**src/rtl/game_state_ctrl.sv**
```systemverilog
// Game-flow sequencer for the VGA path: title/play/respawn/clear/game-over phases,
// lives and level counters, per-phase frame timers and banner blink, all outputs registered.
//
// state      | meaning
// S_TITLE    | title screen, waits for start key after minimum display time
// S_PLAY     | objects active, reacts to hit / cleared / landed events
// S_RESPAWN  | frozen after a hit, timed return to play
// S_CLEAR    | level-clear banner, timed advance to next level
// S_GAMEOVER | game-over screen, waits for key after minimum display time
module game_state_ctrl #(
  parameter int LIVES            = 3,
  parameter int MAX_LEVEL        = 7,
  parameter int TITLE_MIN_FRAMES = 30,
  parameter int RESPAWN_FRAMES   = 60,
  parameter int CLEAR_FRAMES     = 120,
  parameter int GAMEOVER_FRAMES  = 180,
  parameter int BLINK_FRAMES     = 16
) (
  input  logic       clk,
  input  logic       resetN,
  input  logic       startOfFrame,
  input  logic       startKey,
  input  logic       playerHit,
  input  logic       aliensCleared,
  input  logic       invadersLanded,
  output logic [1:0] screenSel,
  output logic       playEnable,
  output logic       levelStartPulse,
  output logic [2:0] level,
  output logic [1:0] lives,
  output logic       blinkOn,
  output logic       gameover
);

  typedef enum logic [2:0] {
    S_TITLE,
    S_PLAY,
    S_RESPAWN,
    S_CLEAR,
    S_GAMEOVER
  } state_t;

  localparam logic [7:0] TITLE_MIN_C  = 8'(TITLE_MIN_FRAMES);
  localparam logic [7:0] RESPAWN_C    = 8'(RESPAWN_FRAMES);
  localparam logic [7:0] CLEAR_C      = 8'(CLEAR_FRAMES);
  localparam logic [7:0] GAMEOVER_C   = 8'(GAMEOVER_FRAMES);
  localparam logic [7:0] BLINK_LAST_C = 8'(BLINK_FRAMES - 1);
  localparam logic [2:0] MAX_LEVEL_C  = 3'(MAX_LEVEL);
  localparam logic [1:0] LIVES_C      = 2'(LIVES);

  state_t      state_q, state_d;
  logic [7:0]  frame_cnt_q, frame_cnt_d;
  logic [7:0]  blink_cnt_q, blink_cnt_d;
  logic        blink_on_q, blink_on_d;
  logic        key_q;
  logic [1:0]  lives_q, lives_d;
  logic [2:0]  level_q, level_d;
  logic        lsp_q, lsp_d;
  logic [1:0]  screen_sel_q, screen_sel_d;
  logic        play_en_q, play_en_d;
  logic        gameover_q, gameover_d;
  logic        key_edge;

  always_comb begin
    key_edge = startKey & ~key_q;
    state_d  = state_q;
    lives_d  = lives_q;
    level_d  = level_q;
    lsp_d    = 1'b0;

    case (state_q)
      S_TITLE: begin
        if (key_edge && (frame_cnt_q >= TITLE_MIN_C)) begin
          lives_d = LIVES_C;
          level_d = 3'd0;
          lsp_d   = 1'b1;
          state_d = S_PLAY;
        end
      end
      S_PLAY: begin
        // landed beats hit beats cleared when events coincide
        if (invadersLanded) begin
          lives_d = 2'd0;
          state_d = S_GAMEOVER;
        end else if (playerHit) begin
          if (lives_q <= 2'd1) begin
            lives_d = 2'd0;
            state_d = S_GAMEOVER;
          end else begin
            lives_d = lives_q - 2'd1;
            state_d = S_RESPAWN;
          end
        end else if (aliensCleared) begin
          state_d = S_CLEAR;
        end
      end
      S_RESPAWN: begin
        if (frame_cnt_q >= RESPAWN_C) state_d = S_PLAY;
      end
      S_CLEAR: begin
        if (frame_cnt_q >= CLEAR_C) begin
          if (level_q < MAX_LEVEL_C) level_d = level_q + 3'd1;
          lsp_d   = 1'b1;
          state_d = S_PLAY;
        end
      end
      S_GAMEOVER: begin
        if (key_edge && (frame_cnt_q >= GAMEOVER_C)) state_d = S_TITLE;
      end
      default: state_d = S_TITLE;
    endcase

    // a frame pulse coinciding with a transition is lost to the entry clear
    frame_cnt_d = frame_cnt_q;
    if (state_d != state_q) begin
      frame_cnt_d = 8'd0;
    end else if (startOfFrame && (frame_cnt_q != 8'hFF)) begin
      frame_cnt_d = frame_cnt_q + 8'd1;
    end

    blink_cnt_d = blink_cnt_q;
    blink_on_d  = blink_on_q;
    if (startOfFrame) begin
      if (blink_cnt_q >= BLINK_LAST_C) begin
        blink_cnt_d = 8'd0;
        blink_on_d  = ~blink_on_q;
      end else begin
        blink_cnt_d = blink_cnt_q + 8'd1;
      end
    end

    screen_sel_d = 2'd1;
    play_en_d    = 1'b0;
    gameover_d   = 1'b0;
    case (state_d)
      S_TITLE:    screen_sel_d = 2'd1;
      S_PLAY: begin
        screen_sel_d = 2'd0;
        play_en_d    = 1'b1;
      end
      S_RESPAWN:  screen_sel_d = 2'd0;
      S_CLEAR:    screen_sel_d = 2'd2;
      S_GAMEOVER: begin
        screen_sel_d = 2'd3;
        gameover_d   = 1'b1;
      end
      default:    screen_sel_d = 2'd1;
    endcase
  end

  always_ff @(posedge clk or negedge resetN) begin
    if (!resetN) begin
      state_q      <= S_TITLE;
      frame_cnt_q  <= 8'd0;
      blink_cnt_q  <= 8'd0;
      blink_on_q   <= 1'b0;
      key_q        <= 1'b0;
      lives_q      <= 2'd0;
      level_q      <= 3'd0;
      lsp_q        <= 1'b0;
      screen_sel_q <= 2'd1;
      play_en_q    <= 1'b0;
      gameover_q   <= 1'b0;
    end else begin
      state_q      <= state_d;
      frame_cnt_q  <= frame_cnt_d;
      blink_cnt_q  <= blink_cnt_d;
      blink_on_q   <= blink_on_d;
      key_q        <= startKey;
      lives_q      <= lives_d;
      level_q      <= level_d;
      lsp_q        <= lsp_d;
      screen_sel_q <= screen_sel_d;
      play_en_q    <= play_en_d;
      gameover_q   <= gameover_d;
    end
  end

  assign screenSel       = screen_sel_q;
  assign playEnable      = play_en_q;
  assign levelStartPulse = lsp_q;
  assign level           = level_q;
  assign lives           = lives_q;
  assign blinkOn         = blink_on_q;
  assign gameover        = gameover_q;

endmodule

```
**config.mk**
```make
export PLATFORM = sky130hd
export DESIGN_NAME = game_state_ctrl
export DESIGN_NICKNAME = d
export VERILOG_FILES = /design/src/rtl/game_state_ctrl.sv
export SDC_FILE = /design/constraint.sdc
export NUM_CORES = 1
export LEC_CHECK = 0
export BUFFER_PORTS_ARGS = -buffer_cell sky130_fd_sc_hd__buf_2
export CORE_AREA = 2 2 59 88
export CTS_CLUSTER_SIZE = 12
export DETAILED_ROUTE_END_ITERATION = 10
export DIE_AREA = 0 0 61 90
export PLACE_DENSITY_LB_ADDON = 0.15
export SKIP_LAST_GASP = 1
export SYNTH_ARGS = -nofsm -noshare
export SYNTH_HDL_FRONTEND = slang
export SYNTH_SLANG_ARGS = --single-unit
export TNS_END_PERCENT = 20
```
**constraint.sdc**
```tcl
create_clock -name clk -period 1.8 [get_ports clk]
set_input_delay 0.45 -clock clk [delete_from_list [all_inputs] [get_ports clk]]
set_output_delay 0.45 -clock clk [all_outputs]
set_load 0.005 [all_outputs]
```
==> results_dict.tcl, run 1 <==
set metrics [dict create \
    nets 194 \
    power_leakage_nw 0.8525 \
    ys_seq_area_share_pct 44.90 \
    drt_iter0_drc 39 \
    wire_per_inst_microns 14.10 \
    fillCellCount 463 \
    grt_max_degree 32 \
    final.period_utilization_pct 97.40 \
    num_vias 1309 \
    async_flop_share_pct 100.0 \
    maxCapViolCount 0 \
    yosys.area_share.xor_xnor_pct 2.531 \
    grt_pass1_wl_microns 6072 \
    ff2ff_path_depth 6 \
    die_h_microns 90 \
    period_needed_ns 1.753 \
    tritoncts "yes" \
    hold_violations 0 \
    use_met3_pct 3.309 \
    final-setup-viol-count 0 \
    design_area_sq_mm 0.002057 \
    ys_types 59 \
    netlist_area_sq_mm 0.001730 \
    worstMarginPinSlew_ns 0.6971 \
    die-area_sq_mm 0.005490 \
    synth_seq_cells 31 \
    antenna_cells 0 \
    place.gp.congestion 0.8033 \
    drv_slew 0 \
    synth_top_family_by_area "compound AO/OA/AOI/OAI gates" \
    crit_fanout 8 \
    clk_latency_ns 0.28 \
    yosys.area_share.simple_pct 18.08 \
    critPathCaptureType "flip-flop" \
    routed_wl_microns 3511 \
    max_freq_mhz 570.4 \
    cts-buffers-inserted 5 \
    pre_cts_slack_ns 0.04360 \
    syn_inst 160 \
    initial_core_util_pct 36.27 \
    syn_to_final_growth_pct 18.87 \
    drive_gt1_share_pct 33.33 \
    synth_compound_area_share_pct 23.72 \
    drc 0 \
    cts.clk_slew.worst_paths_ns 0.07 \
    ir_drop_mv 0.6384 \
    status "finished, final reports clean" \
    yosys_warnings 0 \
    place_area_sq_mm 0.001877 \
    r2r-start "frame_cnt_q[0]" \
    hold_buffers 0 \
    ioPinCount 18 \
    rsz0062_at_grt "yes" \
    multiInputGateArea_sq_um 920.9 \
    via_per_inst 5.257 \
    die_width_microns 61 \
    dp_hpwl_microns 2498 \
    p_per_area_mw_per_mm2 1380 \
    final-seq-area_sq_um 779.5 \
    synth_edf_count 0 \
    top_usage_layer "met2" \
    synth-main-ff-cell "dfrtp_1" \
    core-area_sq_mm 0.004771 \
    fp-row-count 31 \
    antenna_left 0 \
    max_slew_margin_pct 53.53 \
    arrival_ns 1.91 \
    critPathLaunchType "flip-flop" \
    worstHoldPathType "in -> async" \
    met1_usage_pct 16.39 \
    dr.pass1.iters 4 \
    syn_avg_cell_area_sq_um 10.82 \
    cts_sinks 31 \
    post-route-util_pct 43.12 \
    rrSetupSlack_ns 0.05 \
    synthMuxAreaShare_pct 1.808 \
    r2r_end "frame_cnt_q[6]" \
    postSynthNetCount 172 \
    portBuffers 17 \
    fin_ws_ns 0.04673 \
    grt_antenna_before_repair 0 \
    overflow 0 \
    grtUsageTotal_pct 14.55 \
    critPathLaunch "frame_cnt_q[0]" \
    yosys.area_share.adder_pct 3.615 \
    clk_path_buf_depth 2 \
    cts-root-buf "clkbuf_8" \
    grt_pass1_vias 1365 \
    worst_clock_skew_ns 0.005563 \
    path_class "reg -> reg" \
    use_met2_pct 24.55 \
    cts_max_level 2 \
    crit_required_ns 1.96 \
]
==> power by group <==
group	switching, mW	leakage (nW)	internal (mW)
combinational	0.488	0.401	0.453
clock	0.264	0.0612	0.448
sequential	0.262	0.390	0.923
==> registers in the layout (all words and copies together) (netlist names) <==
register / cells
playEnable: 1
key_q: 1
gameover: 1
state_q: 3
blinkOn: 1
lives: 2
level: 3
frame_cnt_q: 8
blink_cnt_q: 8
levelStartPulse: 1
screenSel: 2
==> how the worst max path moves through the flow <==
stage	slack, ns	cells past startpoint	to
after floorplan	0.20	5	frame_cnt_q[7]
after global placement	0.08	5	frame_cnt_q[6]
after detailed placement	0.04	5	frame_cnt_q[3]
after CTS	0.07	5	frame_cnt_q[7]
after global routing	-0.04	4	frame_cnt_q[7]
final	0.05	6	frame_cnt_q[6]
==> layout by cell type, fill, tap and decap left out, types with 3 or more instances in the layout <==
master	n
xor2_1	3
ha_1	4
nor2_1	10
nand3_1	4
inv_1	6
clkbuf_8	6
nand2_1	11
buf_2	17
a21oi_1	5
nor3_2	7
buf_4	6
nor2b_1	4
dfrtp_1	28
o21ai_0	9
==> kinds of logic after synthesis <==
logic type / Yosys count
buffers and inverters: 15
XOR/XNOR: 5
multiplexers: 3
AO/OA/AOI/OAI: 45
AND/OR/NAND/NOR: 56
flip-flops: 31
adder cells (fa/ha/maj): 5
==> per-layer routing <==
| layer | vias to the layer above | part of all wire (%) |
|---|---|---|
| met5 | - | 0 |
| met4 | 0 | 2.4 |
| met3 | 8 | 3.6 |
| met2 | 27 | 52 |
| met1 | 644 | 42 |
| li1 | 630 | - |
==> stage by stage <==
| step | cells | hold slack (ns) | setup TNS [ns] | power [mW] |
|---|---|---|---|---|
| after global routing | 249 | 0.2686 | -0.09722 | 3.053 |
| after CTS | 249 | 0.2311 | 0 | 2.766 |
| final | 249 | 0.2099 | 0 | 2.838 |
| after detailed placement | 241 | 0.4619 | 0 | 2.042 |
| after floorplan | 160 | 0.1544 | 0 | 1.782 |
| after global placement | 241 | 0.4603 | 0 | 2.016 |
==> cell type report <==
| class | count | area share, % |
|---|---|---|
| inverters | 7 | 1.277 |
| well taps | 66 | 4.015 |
| clock buffers | 6 | 4.015 |
| flip-flops and latches | 31 | 37.90 |
| multi-input cells | 114 | 44.77 |
| repair buffers | 23 | 6.326 |
| clock inverters | 2 | 1.703 |
==> timing repair <==
action | CTS | global route
setup endpoints to repair | 0 | 5
resized for setup | 0 | 14
setup buffers | 0 | 0
==> worst max-delay path, cell delays in order, from the launching register on <==
cell       delay [ns]
dfrtp_1          0.41
inv_2            0.09
ha_4             0.13
o2111ai_4        0.13
a2111o_2         0.59
o221ai_4         0.19
nor3_2           0.08
==> synth_stat cells (2+ instances only) <==
| library cell | count | area share, % |
|---|---|---|
| mux2i_1 | 2 | 1.2 |
| buf_6 | 2 | 1.3 |
| nor2_1 | 10 | 2.2 |
| inv_1 | 7 | 1.5 |
| o221ai_4 | 2 | 3.0 |
| nand3_1 | 5 | 1.4 |
| xor2_1 | 3 | 1.5 |
| o21ai_0 | 9 | 2.6 |
| buf_2 | 4 | 1.2 |
| nand2b_1 | 2 | 0.72 |
| a31oi_1 | 2 | 0.72 |
| a21oi_1 | 5 | 1.4 |
| nand2_1 | 11 | 2.4 |
| nor4_1 | 2 | 0.72 |
| nor2b_1 | 4 | 1.4 |
| xnor2_1 | 2 | 1.0 |
| nor3_1 | 6 | 1.7 |
| dfrtp_1 | 30 | 43 |
| o21ai_1 | 2 | 0.58 |
| and3_1 | 2 | 0.72 |
| ha_1 | 5 | 3.6 |
| or4_1 | 2 | 0.87 |
| a211oi_2 | 2 | 1.4 |
| o211ai_1 | 2 | 0.87 |
| and3b_1 | 2 | 1.0 |
| o2bb2ai_1 | 2 | 1.0 |
Power figures use the tool's default switching activity.
==> run 2: changes to the inputs <==
--- a/config.mk
+++ b/config.mk
@@ -6,10 +6,12 @@
 export NUM_CORES = 1
 export LEC_CHECK = 0
 export BUFFER_PORTS_ARGS = -buffer_cell sky130_fd_sc_hd__buf_2
-export CORE_AREA = 2 2 59 88
+export CELL_PAD_IN_SITES_DETAIL_PLACEMENT = 2
+export CELL_PAD_IN_SITES_GLOBAL_PLACEMENT = 2
+export CORE_AREA = 2 2 62 93
 export CTS_CLUSTER_SIZE = 12
 export DETAILED_ROUTE_END_ITERATION = 10
-export DIE_AREA = 0 0 61 90
+export DIE_AREA = 0 0 64 95
 export PLACE_DENSITY_LB_ADDON = 0.15
 export SKIP_LAST_GASP = 1
 export SYNTH_ARGS = -nofsm -noshare
==> constraint.sdc (replaced) <==
create_clock -name clk -period 1.45 [get_ports clk]
set_input_delay 0.3625 -clock clk [delete_from_list [all_inputs] [get_ports clk]]
set_output_delay 0.3625 -clock clk [all_outputs]
set_load 0.005 [all_outputs]
==> run 2 against run 1 <==
Effect of this change: the flow now finishes with violations (setup timing); flip-flop and latch count unchanged; critical path depth down 1; combinational power up 59%; non-clock buffer count up 25; power up 32%; wire length up 41%; core utilization down 0.25 points; sequential share of layout area down 3.7 points.
==> results_dict.tcl, run 2 (synthesis results as in run 1) <==
set metrics [dict create \
    ff2ff_path_depth 5 \
    ir_drop_mv 0.7868 \
    antenna_left 0 \
    use_met3_pct 3.099 \
    cts_max_level 2 \
    cp_slowest_cell "dfrtp_1" \
    fillCellCount 567 \
    worstHoldPathType "in -> async" \
    grt_antenna_before_repair 0 \
    drc 0 \
    rrSetupSlack_ns -0.23 \
    hold_violations 0 \
    cts_sinks 31 \
    p_per_area_mw_per_mm2 1640 \
    top_regs "blink_cnt_q (8), frame_cnt_q (8)" \
    syn_to_final_growth_pct 31.96 \
    die_width_microns 64 \
    critPathLaunch "frame_cnt_q[2]" \
    rsz0062_at_grt "yes" \
    grt_pass1_wl_microns 8590 \
    final-setup-viol-count 26 \
    critical_path.max_stage_delay_ns 0.46 \
    period_needed_ns 1.676 \
    path_class "reg -> reg" \
    ioPinCount 18 \
    die-area_sq_mm 0.006080 \
    nets 219 \
    critPathLaunchType "flip-flop" \
    grt_pass1_vias 1703 \
    portBuffers 17 \
    overflow 0 \
    clk_path_buf_depth 2 \
    clk_latency_ns 0.28 \
    place.gp.congestion 0.8143 \
    core-area_sq_mm 0.005326 \
    top_usage_layer "met2" \
    r2r_end "frame_cnt_q[5]" \
    arrival_ns 1.87 \
    met1_usage_pct 18.55 \
    multiInputGateArea_sq_um 967.2 \
    crit_required_ns 1.65 \
    worstMarginPinSlew_ns 0.4256 \
    r2r-start "frame_cnt_q[2]" \
    use_met2_pct 37.59 \
    tritoncts "yes" \
    post-route-util_pct 42.87 \
    layout_common_cells "31 x buf_4, 27 x dfrtp_1, 17 x buf_2" \
    total_power_mw 3.745 \
    drt_iter0_drc 28 \
    dr.pass1.iters 3 \
    cts.clk_slew.worst_paths_ns 0.07 \
    drv_slew 0 \
    final_common_cell "buf_4" \
    violations "setup timing" \
    grt_max_degree 32 \
    setup-tns-final_ns -3.559 \
    wire_per_inst_microns 17.84 \
    power_leakage_nw 0.9711 \
    initial_core_util_pct 32.49 \
    via_per_inst 5.201 \
    drive_gt1_share_pct 44.71 \
    critPathCaptureType "flip-flop" \
    fp-row-count 33 \
    routed_wl_microns 4959 \
    max_freq_mhz 596.8 \
    maxCapViolCount 0 \
    num_vias 1446 \
    hold_buffers 0 \
    cts-buffers-inserted 5 \
    crit_fanout 8 \
    final-seq-area_sq_um 780.7 \
    path_cells "buf_4, o211ai_1, o2bb2ai_2, o221ai_4, a211oi_2" \
    status "complete, but fails checks" \
    grtUsageTotal_pct 18.76 \
    cts-root-buf "clkbuf_8" \
    fin_ws_ns -0.2257 \
    die_h_microns 95 \
    worst_clock_skew_ns 0.002068 \
    antenna_cells 0 \
    max_slew_margin_pct 71.63 \
    dp_hpwl_microns 3795 \
    final.period_utilization_pct 115.6 \
    finalHoldWorstSlack_ns 0.09552 \
    pre_cts_slack_ns -0.3357 \
]
==> run 2: cell types whose count changed in the layout (fill, tap and decap cells not counted), sizes merged <==
cell and change:
bufinv -1, buf +25, clkbuf +1, clkinv -1, clkinvlp +1
==> run 2: how the worst max path moves through the flow <==
stage / to / slack (ns)
floorplan: frame_cnt_q[0] / -0.13
global placement: frame_cnt_q[4] / -0.24
detailed placement: frame_cnt_q[0] / -0.34
CTS: frame_cnt_q[0] / -0.33
global route: frame_cnt_q[5] / -0.33
finish: frame_cnt_q[5] / -0.23
==> run 2: worst max-delay path: cells and delay by family (launching register included) <==
| family | cells | cell delay (ns) |
|---|---|---|
| buffers and inverters | 1 | 0.19 |
| AO/OA/AOI/OAI | 4 | 0.93 |
| flip-flops | 1 | 0.46 |
==> run 2: power breakdown <==
| part | switching, mW | total, mW | internal, mW |
|---|---|---|---|
| registers | 0.325 | 1.47 | 1.15 |
| logic | 0.772 | 1.50 | 0.733 |
| clock network | 0.336 | 0.767 | 0.432 |
==> run 2: timing repair <==
| item | 4_1_cts | 5_1_grt |
|---|---|---|
| buffers inserted | 1 | 1 |
| endpoints found under the setup margin | 26 | 26 |
| pin swaps | 7 | 11 |
| gates resized for setup | 9 | 12 |
==> run 2: per-layer routing <==
layer  vias to the layer above  routed length, microns
met3                        10                     122
met4                         0                     127
li1                        676                       -
met5                         -                       0
met2                        25                    2909
met1                       735                    1799
==> run 2: metrics by stage <==
stage	std cells	cell area, sq um
2_1_floorplan	160	1735
3_3_place_gp	268	2059
3_5_place_dp	268	2059
4_1_cts	277	2226
5_1_grt	278	2283
6_report	278	2283
==> run 2: area by class of cell <==
cell class              count  area share (%)
multi-input cells         114           42.36
flip-flops and latches     31           34.19
repair buffers             48           13.92
clock buffers               7           4.219
well taps                  70           3.836
inverters                   7           1.151
clock inverters             1          0.3288
